$ cat src/rtl/rv32i_pkg.sv
// Shared RV32I decode constants: opcodes, ALU operation codes and immediate formats.
// Also holds the immediate generator and funct3-to-ALU mapping used by the decode stage.
package rv32i_pkg;

    localparam logic [6:0] OpcLui    = 7'b0110111;
    localparam logic [6:0] OpcAuipc  = 7'b0010111;
    localparam logic [6:0] OpcJal    = 7'b1101111;
    localparam logic [6:0] OpcJalr   = 7'b1100111;
    localparam logic [6:0] OpcBranch = 7'b1100011;
    localparam logic [6:0] OpcLoad   = 7'b0000011;
    localparam logic [6:0] OpcStore  = 7'b0100011;
    localparam logic [6:0] OpcOpImm  = 7'b0010011;
    localparam logic [6:0] OpcOp     = 7'b0110011;
    localparam logic [6:0] OpcFence  = 7'b0001111;
    localparam logic [6:0] OpcSystem = 7'b1110011;

    typedef enum logic [3:0] {
        AluAdd   = 4'd0,
        AluSub   = 4'd1,
        AluSll   = 4'd2,
        AluSlt   = 4'd3,
        AluSltu  = 4'd4,
        AluXor   = 4'd5,
        AluSrl   = 4'd6,
        AluSra   = 4'd7,
        AluOr    = 4'd8,
        AluAnd   = 4'd9,
        AluPassB = 4'd10
    } alu_op_e;

    typedef enum logic [2:0] {
        ImmNone = 3'd0,
        ImmI    = 3'd1,
        ImmS    = 3'd2,
        ImmB    = 3'd3,
        ImmU    = 3'd4,
        ImmJ    = 3'd5
    } imm_type_e;

    function automatic logic [31:0] gen_imm(input logic [31:0] ins, input imm_type_e imm_type);
        logic [31:0] imm;
        unique case (imm_type)
            ImmI:    imm = {{20{ins[31]}}, ins[31:20]};
            ImmS:    imm = {{20{ins[31]}}, ins[31:25], ins[11:7]};
            ImmB:    imm = {{19{ins[31]}}, ins[31], ins[7], ins[30:25], ins[11:8], 1'b0};
            ImmU:    imm = {ins[31:12], 12'b0};
            ImmJ:    imm = {{11{ins[31]}}, ins[31], ins[19:12], ins[20], ins[30:21], 1'b0};
            default: imm = '0;
        endcase
        return imm;
    endfunction

    // alt selects SUB (funct3=000) or SRA (funct3=101); ignored for other funct3 values.
    function automatic alu_op_e alu_from_funct3(input logic [2:0] funct3, input logic alt);
        alu_op_e op;
        unique case (funct3)
            3'b000:  op = alt ? AluSub : AluAdd;
            3'b001:  op = AluSll;
            3'b010:  op = AluSlt;
            3'b011:  op = AluSltu;
            3'b100:  op = AluXor;
            3'b101:  op = alt ? AluSra : AluSrl;
            3'b110:  op = AluOr;
            default: op = AluAnd;
        endcase
        return op;
    endfunction

endpackage

$ cat src/rtl/reg_file.sv
// Integer register file: two asynchronous read ports, one synchronous write port.
// x0 reads as zero and ignores writes; no write-to-read bypass here.
module reg_file #(
    parameter int unsigned DATA_W   = 32,
    parameter int unsigned NUM_REGS = 32
) (
    input  logic              clk,
    input  logic              reset,
    input  logic [4:0]        raddr1_i,
    input  logic [4:0]        raddr2_i,
    output logic [DATA_W-1:0] rdata1_o,
    output logic [DATA_W-1:0] rdata2_o,
    input  logic              we_i,
    input  logic [4:0]        waddr_i,
    input  logic [DATA_W-1:0] wdata_i
);

    logic [DATA_W-1:0] regs_q [NUM_REGS];

    always_ff @(posedge clk) begin
        if (reset) begin
            for (int i = 0; i < int'(NUM_REGS); i++) begin
                regs_q[i] <= '0;
            end
        end else if (we_i && (waddr_i != 5'd0)) begin
            regs_q[waddr_i] <= wdata_i;
        end
    end

    assign rdata1_o = (raddr1_i == 5'd0) ? '0 : regs_q[raddr1_i];
    assign rdata2_o = (raddr2_i == 5'd0) ? '0 : regs_q[raddr2_i];

endmodule

$ cat src/rtl/id_stage.sv
// RV32I instruction decode stage: combinational decode and operand read feeding a single
// output register bank with stall (hold), flush (bubble) and synchronous reset.
module id_stage
    import rv32i_pkg::*;
#(
    parameter int unsigned DATA_W   = 32,
    parameter int unsigned NUM_REGS = 32
) (
    input  logic              clk,
    input  logic              reset,
    input  logic [31:0]       ins,
    input  logic [31:0]       pc_in,
    input  logic              stall,
    input  logic              flush,
    input  logic              wb_en,
    input  logic [4:0]        wb_rd,
    input  logic [DATA_W-1:0] wb_data,
    output logic [DATA_W-1:0] rs1_data,
    output logic [DATA_W-1:0] rs2_data,
    output logic [31:0]       imm,
    output logic [31:0]       pc_out,
    output logic [4:0]        rd,
    output logic [2:0]        funct3,
    output logic [3:0]        alu_op,
    output logic              reg_write,
    output logic              mem_read,
    output logic              mem_write,
    output logic              mem_to_reg,
    output logic              alu_src,
    output logic              branch,
    output logic              jump,
    output logic              jalr,
    output logic              valid_out,
    output logic              illegal
);

    typedef struct packed {
        logic [DATA_W-1:0] rs1_data;
        logic [DATA_W-1:0] rs2_data;
        logic [31:0]       imm;
        logic [31:0]       pc;
        logic [4:0]        rd;
        logic [2:0]        funct3;
        alu_op_e           alu_op;
        logic              reg_write;
        logic              mem_read;
        logic              mem_write;
        logic              mem_to_reg;
        logic              alu_src;
        logic              branch;
        logic              jump;
        logic              jalr;
        logic              valid;
        logic              illegal;
    } id_out_t;

    logic [DATA_W-1:0] rf_rdata1, rf_rdata2;
    logic [DATA_W-1:0] rs1_val, rs2_val;
    logic [4:0]        rs1_idx, rs2_idx;
    id_out_t           dec;
    id_out_t           out_q;
    imm_type_e         imm_type;

    assign rs1_idx = ins[19:15];
    assign rs2_idx = ins[24:20];

    reg_file #(
        .DATA_W  (DATA_W),
        .NUM_REGS(NUM_REGS)
    ) u_reg_file (
        .clk     (clk),
        .reset   (reset),
        .raddr1_i(rs1_idx),
        .raddr2_i(rs2_idx),
        .rdata1_o(rf_rdata1),
        .rdata2_o(rf_rdata2),
        .we_i    (wb_en),
        .waddr_i (wb_rd),
        .wdata_i (wb_data)
    );

    // Writeback in the same cycle as the read must be visible to the decoded instruction.
    assign rs1_val = (wb_en && (wb_rd != 5'd0) && (wb_rd == rs1_idx)) ? wb_data : rf_rdata1;
    assign rs2_val = (wb_en && (wb_rd != 5'd0) && (wb_rd == rs2_idx)) ? wb_data : rf_rdata2;

    always_comb begin
        dec      = '0;
        imm_type = ImmNone;
        // An all-zero word is a fetch bubble, not an illegal instruction.
        if (ins != 32'h0) begin
            dec.valid    = 1'b1;
            dec.pc       = pc_in;
            dec.rs1_data = rs1_val;
            dec.rs2_data = rs2_val;
            dec.rd       = ins[11:7];
            dec.funct3   = ins[14:12];
            unique case (ins[6:0])
                OpcLui: begin
                    imm_type = ImmU; dec.reg_write = 1'b1; dec.alu_src = 1'b1;
                    dec.alu_op = AluPassB;
                end
                OpcAuipc: begin
                    imm_type = ImmU; dec.reg_write = 1'b1; dec.alu_src = 1'b1;
                end
                OpcJal: begin
                    imm_type = ImmJ; dec.reg_write = 1'b1; dec.jump = 1'b1;
                end
                OpcJalr: begin
                    imm_type = ImmI; dec.reg_write = 1'b1; dec.jump = 1'b1; dec.jalr = 1'b1;
                    dec.alu_src = 1'b1;
                end
                OpcBranch: begin
                    imm_type = ImmB; dec.branch = 1'b1; dec.alu_op = AluSub;
                end
                OpcLoad: begin
                    imm_type = ImmI; dec.reg_write = 1'b1; dec.mem_read = 1'b1;
                    dec.mem_to_reg = 1'b1; dec.alu_src = 1'b1;
                end
                OpcStore: begin
                    imm_type = ImmS; dec.mem_write = 1'b1; dec.alu_src = 1'b1;
                end
                OpcOpImm: begin
                    imm_type = ImmI; dec.reg_write = 1'b1; dec.alu_src = 1'b1;
                    dec.alu_op = alu_from_funct3(ins[14:12], ins[30] && (ins[14:12] == 3'b101));
                end
                OpcOp: begin
                    dec.reg_write = 1'b1;
                    dec.alu_op    = alu_from_funct3(ins[14:12], ins[30]);
                end
                OpcFence, OpcSystem: begin
                    dec.rd = '0; dec.funct3 = '0;
                end
                default: begin
                    dec.illegal = 1'b1; dec.rd = '0; dec.funct3 = '0;
                end
            endcase
            dec.imm = gen_imm(ins, imm_type);
        end
    end

    always_ff @(posedge clk) begin
        if (reset || flush) begin
            out_q <= '0;
        end else if (!stall) begin
            out_q <= dec;
        end
    end

    assign rs1_data   = out_q.rs1_data;
    assign rs2_data   = out_q.rs2_data;
    assign imm        = out_q.imm;
    assign pc_out     = out_q.pc;
    assign rd         = out_q.rd;
    assign funct3     = out_q.funct3;
    assign alu_op     = out_q.alu_op;
    assign reg_write  = out_q.reg_write;
    assign mem_read   = out_q.mem_read;
    assign mem_write  = out_q.mem_write;
    assign mem_to_reg = out_q.mem_to_reg;
    assign alu_src    = out_q.alu_src;
    assign branch     = out_q.branch;
    assign jump       = out_q.jump;
    assign jalr       = out_q.jalr;
    assign valid_out  = out_q.valid;
    assign illegal    = out_q.illegal;

endmodule

$ cat config.mk
export PLATFORM = sky130hd
export DESIGN_NAME = id_stage
export DESIGN_NICKNAME = d
export VERILOG_FILES = /design/src/rtl/rv32i_pkg.sv /design/src/rtl/reg_file.sv /design/src/rtl/id_stage.sv
export SDC_FILE = /design/constraint.sdc
export NUM_CORES = 2
export LEC_CHECK = 0
export CAP_MARGIN = 20
export CORE_MARGIN = 3
export CORE_UTILIZATION = 30
export DETAILED_ROUTE_END_ITERATION = 6
export PLACE_DENSITY_LB_ADDON = 0.3
export SETUP_SLACK_MARGIN = 0.5
export SYNTH_ARGS = -nofsm -noshare
export SYNTH_HDL_FRONTEND = slang
export SYNTH_SLANG_ARGS = --single-unit
$ cat constraint.sdc
create_clock -name clk -period 3.1 [get_ports clk]
set_input_delay 0.62 -clock clk [delete_from_list [all_inputs] [get_ports clk]]
set_output_delay 0.62 -clock clk [all_outputs]
set_load 0.05 [all_outputs]
==> impl_metrics.env <==
export IMPL_fin_crit_sh_pct=82.1
export IMPL_critPathSlowestCell="clkdlybuf4s50_1"
export IMPL_ys_seq_elements=1173
export IMPL_nNetsFinal=5002
export IMPL_slowest_delay_ps=830
export IMPL_fin_util_pct=36.8
export IMPL_dieArea_sq_um=208000
export IMPL_report_final_slew_viol_count=0
export IMPL_yosysTopAreaCellShare_pct=50.6
export IMPL_cts_num_sinks=1173
export IMPL_synth_edf_count=1024
export IMPL_drt_drc_violations_left=1
export IMPL_grt_pass1_wl_um=340000
export IMPL_drt_iter0_markers=5953
export IMPL_cts_max_level=4
export IMPL_cts_buffer_depth=3
export IMPL_dp_cells=7418
export IMPL_crit_family="buffers and inverters"
export IMPL_syn_inst=4539
export IMPL_ys_top_cells_by_area="edfxtp_1 (51%), mux4_2 (13%), and2_1 (10%)"
export IMPL_final_cell_area_sq_um=73800
export IMPL_die_y_um=456
export IMPL_grt_max_degree=70
export IMPL_num_rows=164
export IMPL_antenna_found_initial=27
export IMPL_outcome="finished, violations left"
export IMPL_wl_um=245000
export IMPL_cts_clk_slew_worst_paths_ps=60
export IMPL_io_buffer_count=255
export IMPL_clock_fmax_ghz=0.393
export IMPL_critPathRequiredTime_ps=2480
export IMPL_core_sq_um=200000
export IMPL_async_flop_share_pct=0
export IMPL_cp_data_arrival_time_ps=1930
export IMPL_synth_main_ff_cell="edfxtp_1"
export IMPL_fin_ws_ps=555
export IMPL_track_usage_pct=22.9
export IMPL_yosys_cell_types_count=58
export IMPL_violations="design-rule violations"
export IMPL_die_x_um=456
export IMPL_hp_class="reg -> reg"
export IMPL_synth_cell_area_sq_um=60700
export IMPL_pre_cts_ws_ps=-322
export IMPL_crit_fanout=2
export IMPL_area_growth_pct=21.6
export IMPL_worst_path_buf_inv=1
export IMPL_vias=43600
export IMPL_final_antenna_net_count=0
export IMPL_finalHoldViolCount=0
export IMPL_initial_utilization_pct=30.3
export IMPL_critPathLaunchType="flip-flop"
export IMPL_cts_buffers_inserted=131
export IMPL_drive_gt1_share_pct=21.4
export IMPL_cts_root_buf="clkbuf_16"
export IMPL_gp_congestion=0.890
export IMPL_rsz0062_at_grt="no"
export IMPL_power_mw=39.3
export IMPL_holdWs_ps=447
export IMPL_skew_ps=35.1
export IMPL_ys_seq_area_share_pct=55.6
export IMPL_grt_ovfl_total=0
export IMPL_setup_viol=0
export IMPL_cts_tree="done"
export IMPL_drtPass1Iterations=7
export IMPL_tightest_slew_ps=1070
export IMPL_path_cells="clkdlybuf4s50_1"
export IMPL_clk_latency_ps=800
export IMPL_vdd_drop_max_v=0.000553
export IMPL_max_slew_margin_pct=28.7
export IMPL_wire_per_inst_um=31.9
export IMPL_placed_cell_area_sq_um=69600
export IMPL_cellPowerDensity_nw_per_um2=533
export IMPL_ys_warnings_count=0
export IMPL_p_leak_nw=27.4
export IMPL_cap_violations=0
export IMPL_min_period_ps=2550
export IMPL_path_class="reg -> out"
export IMPL_stdcell_count=7669
export IMPL_dp_hpwl_um=161000
export IMPL_end_kind="output port"
export IMPL_grt_pass1_vias=43200
export IMPL_via_per_inst=5.69
export IMPL_ios=256
export IMPL_holdBufCountCts=0
export IMPL_setup_tns_ps=0
export IMPL_syn_area_per_cell_sq_um=13.4
export IMPL_synth_largest_area_cell="edfxtp_1"
==> power breakdown <==
part	switching (mW)	leakage (nW)	internal [mW]
Combinational	3.02	14.3	2.06
Sequential	0.476	11.0	18.0
Clock	6.75	2.12	9.08
==> layout by cell type (no fill, tap or decap), types with 60 or more instances in the layout <==
cell / instances
mux2i_1: 384
o22ai_1: 83
o21ai_0: 60
clkbuf_16: 139
a21oi_1: 121
dlygate4sd2_1: 98
a22oi_1: 165
mux4_2: 357
edfxtp_1: 1024
buf_4: 293
buf_12: 110
clkdlybuf4s50_1: 124
nand2_1: 202
nor2_1: 83
and2_1: 1002
dfxtp_1: 149
==> synth_stat cells, types with 16 or more instances <==
library cell / n
a211oi_1: 16
a22oi_1: 165
clkbuf_1: 344
nand2b_1: 19
nor2_1: 115
edfxtp_1: 1024
nor3_1: 43
a211o_1: 43
a21oi_1: 121
a21o_1: 16
mux4_2: 357
a22o_1: 25
buf_1: 28
nand2_1: 202
a221o_1: 32
o22ai_1: 83
o21ai_0: 60
nand3_1: 30
o221ai_1: 25
and2_1: 1003
buf_2: 90
mux2i_1: 384
dfxtp_1: 149
or2_2: 33
a32oi_1: 20
==> path summary, 6_finish.rpt <==
kind                             start  cells past startpoint  slack, ps           end
max                         pc_out[11]                      1        550    pc_out[11]
min                            imm[21]                      2        450       imm[21]
max reg2reg  u_reg_file.regs_q[31][30]                      6        940  rs1_data[30]
min reg2reg                    imm[21]                      2        450       imm[21]
==> area by class of cell <==
type	instances	area, sq um
Timing Repair Buffer	658	6900
Multi-Input combinational cell	2924	25500
Clock buffer	182	3790
Antenna cell	12	30.0
Tap cell	2656	3320
Fill cell	19100	127000
Clock inverter	56	505
Sequential cell	1173	33700
Inverter	8	30.0
==> layer usage <==
layer	vias up	share of wire, %	wire (um)	track usage, %
met4	6	5.0	12200	10.5
met3	552	9.2	22600	4.61
li1	17900	-	-	-
met2	2611	47	114000	37.2
met5	-	0.017	41	0
met1	22600	39	95600	29.5
==> cell families after synthesis <==
kind of cell	count (synthesis)	share of synthesized area [%]
compound gates	627	7.23
xor+xnor	10	0.144
buf+inv	473	3.13
flops	1173	55.6
mux	756	19.8
other cells	1	0.00618
simple gates	1499	14.1
==> timing repair <==
item | in CTS | in global routing
setup endpoints to repair | 100 | 21
buffers inserted | 0 | 0
pin swaps | 0 | 0
resized for setup | 102 | 21
==> sequential cells by signal, indices dropped and copies added (netlist names), 3 cells and up <==
name               count
rs1_data              32
funct3                 3
pc_out                32
rd                     5
rs2_data              32
imm                   32
alu_op                 4
u_reg_file.regs_q   1024
Power figures use the tool's default switching activity.
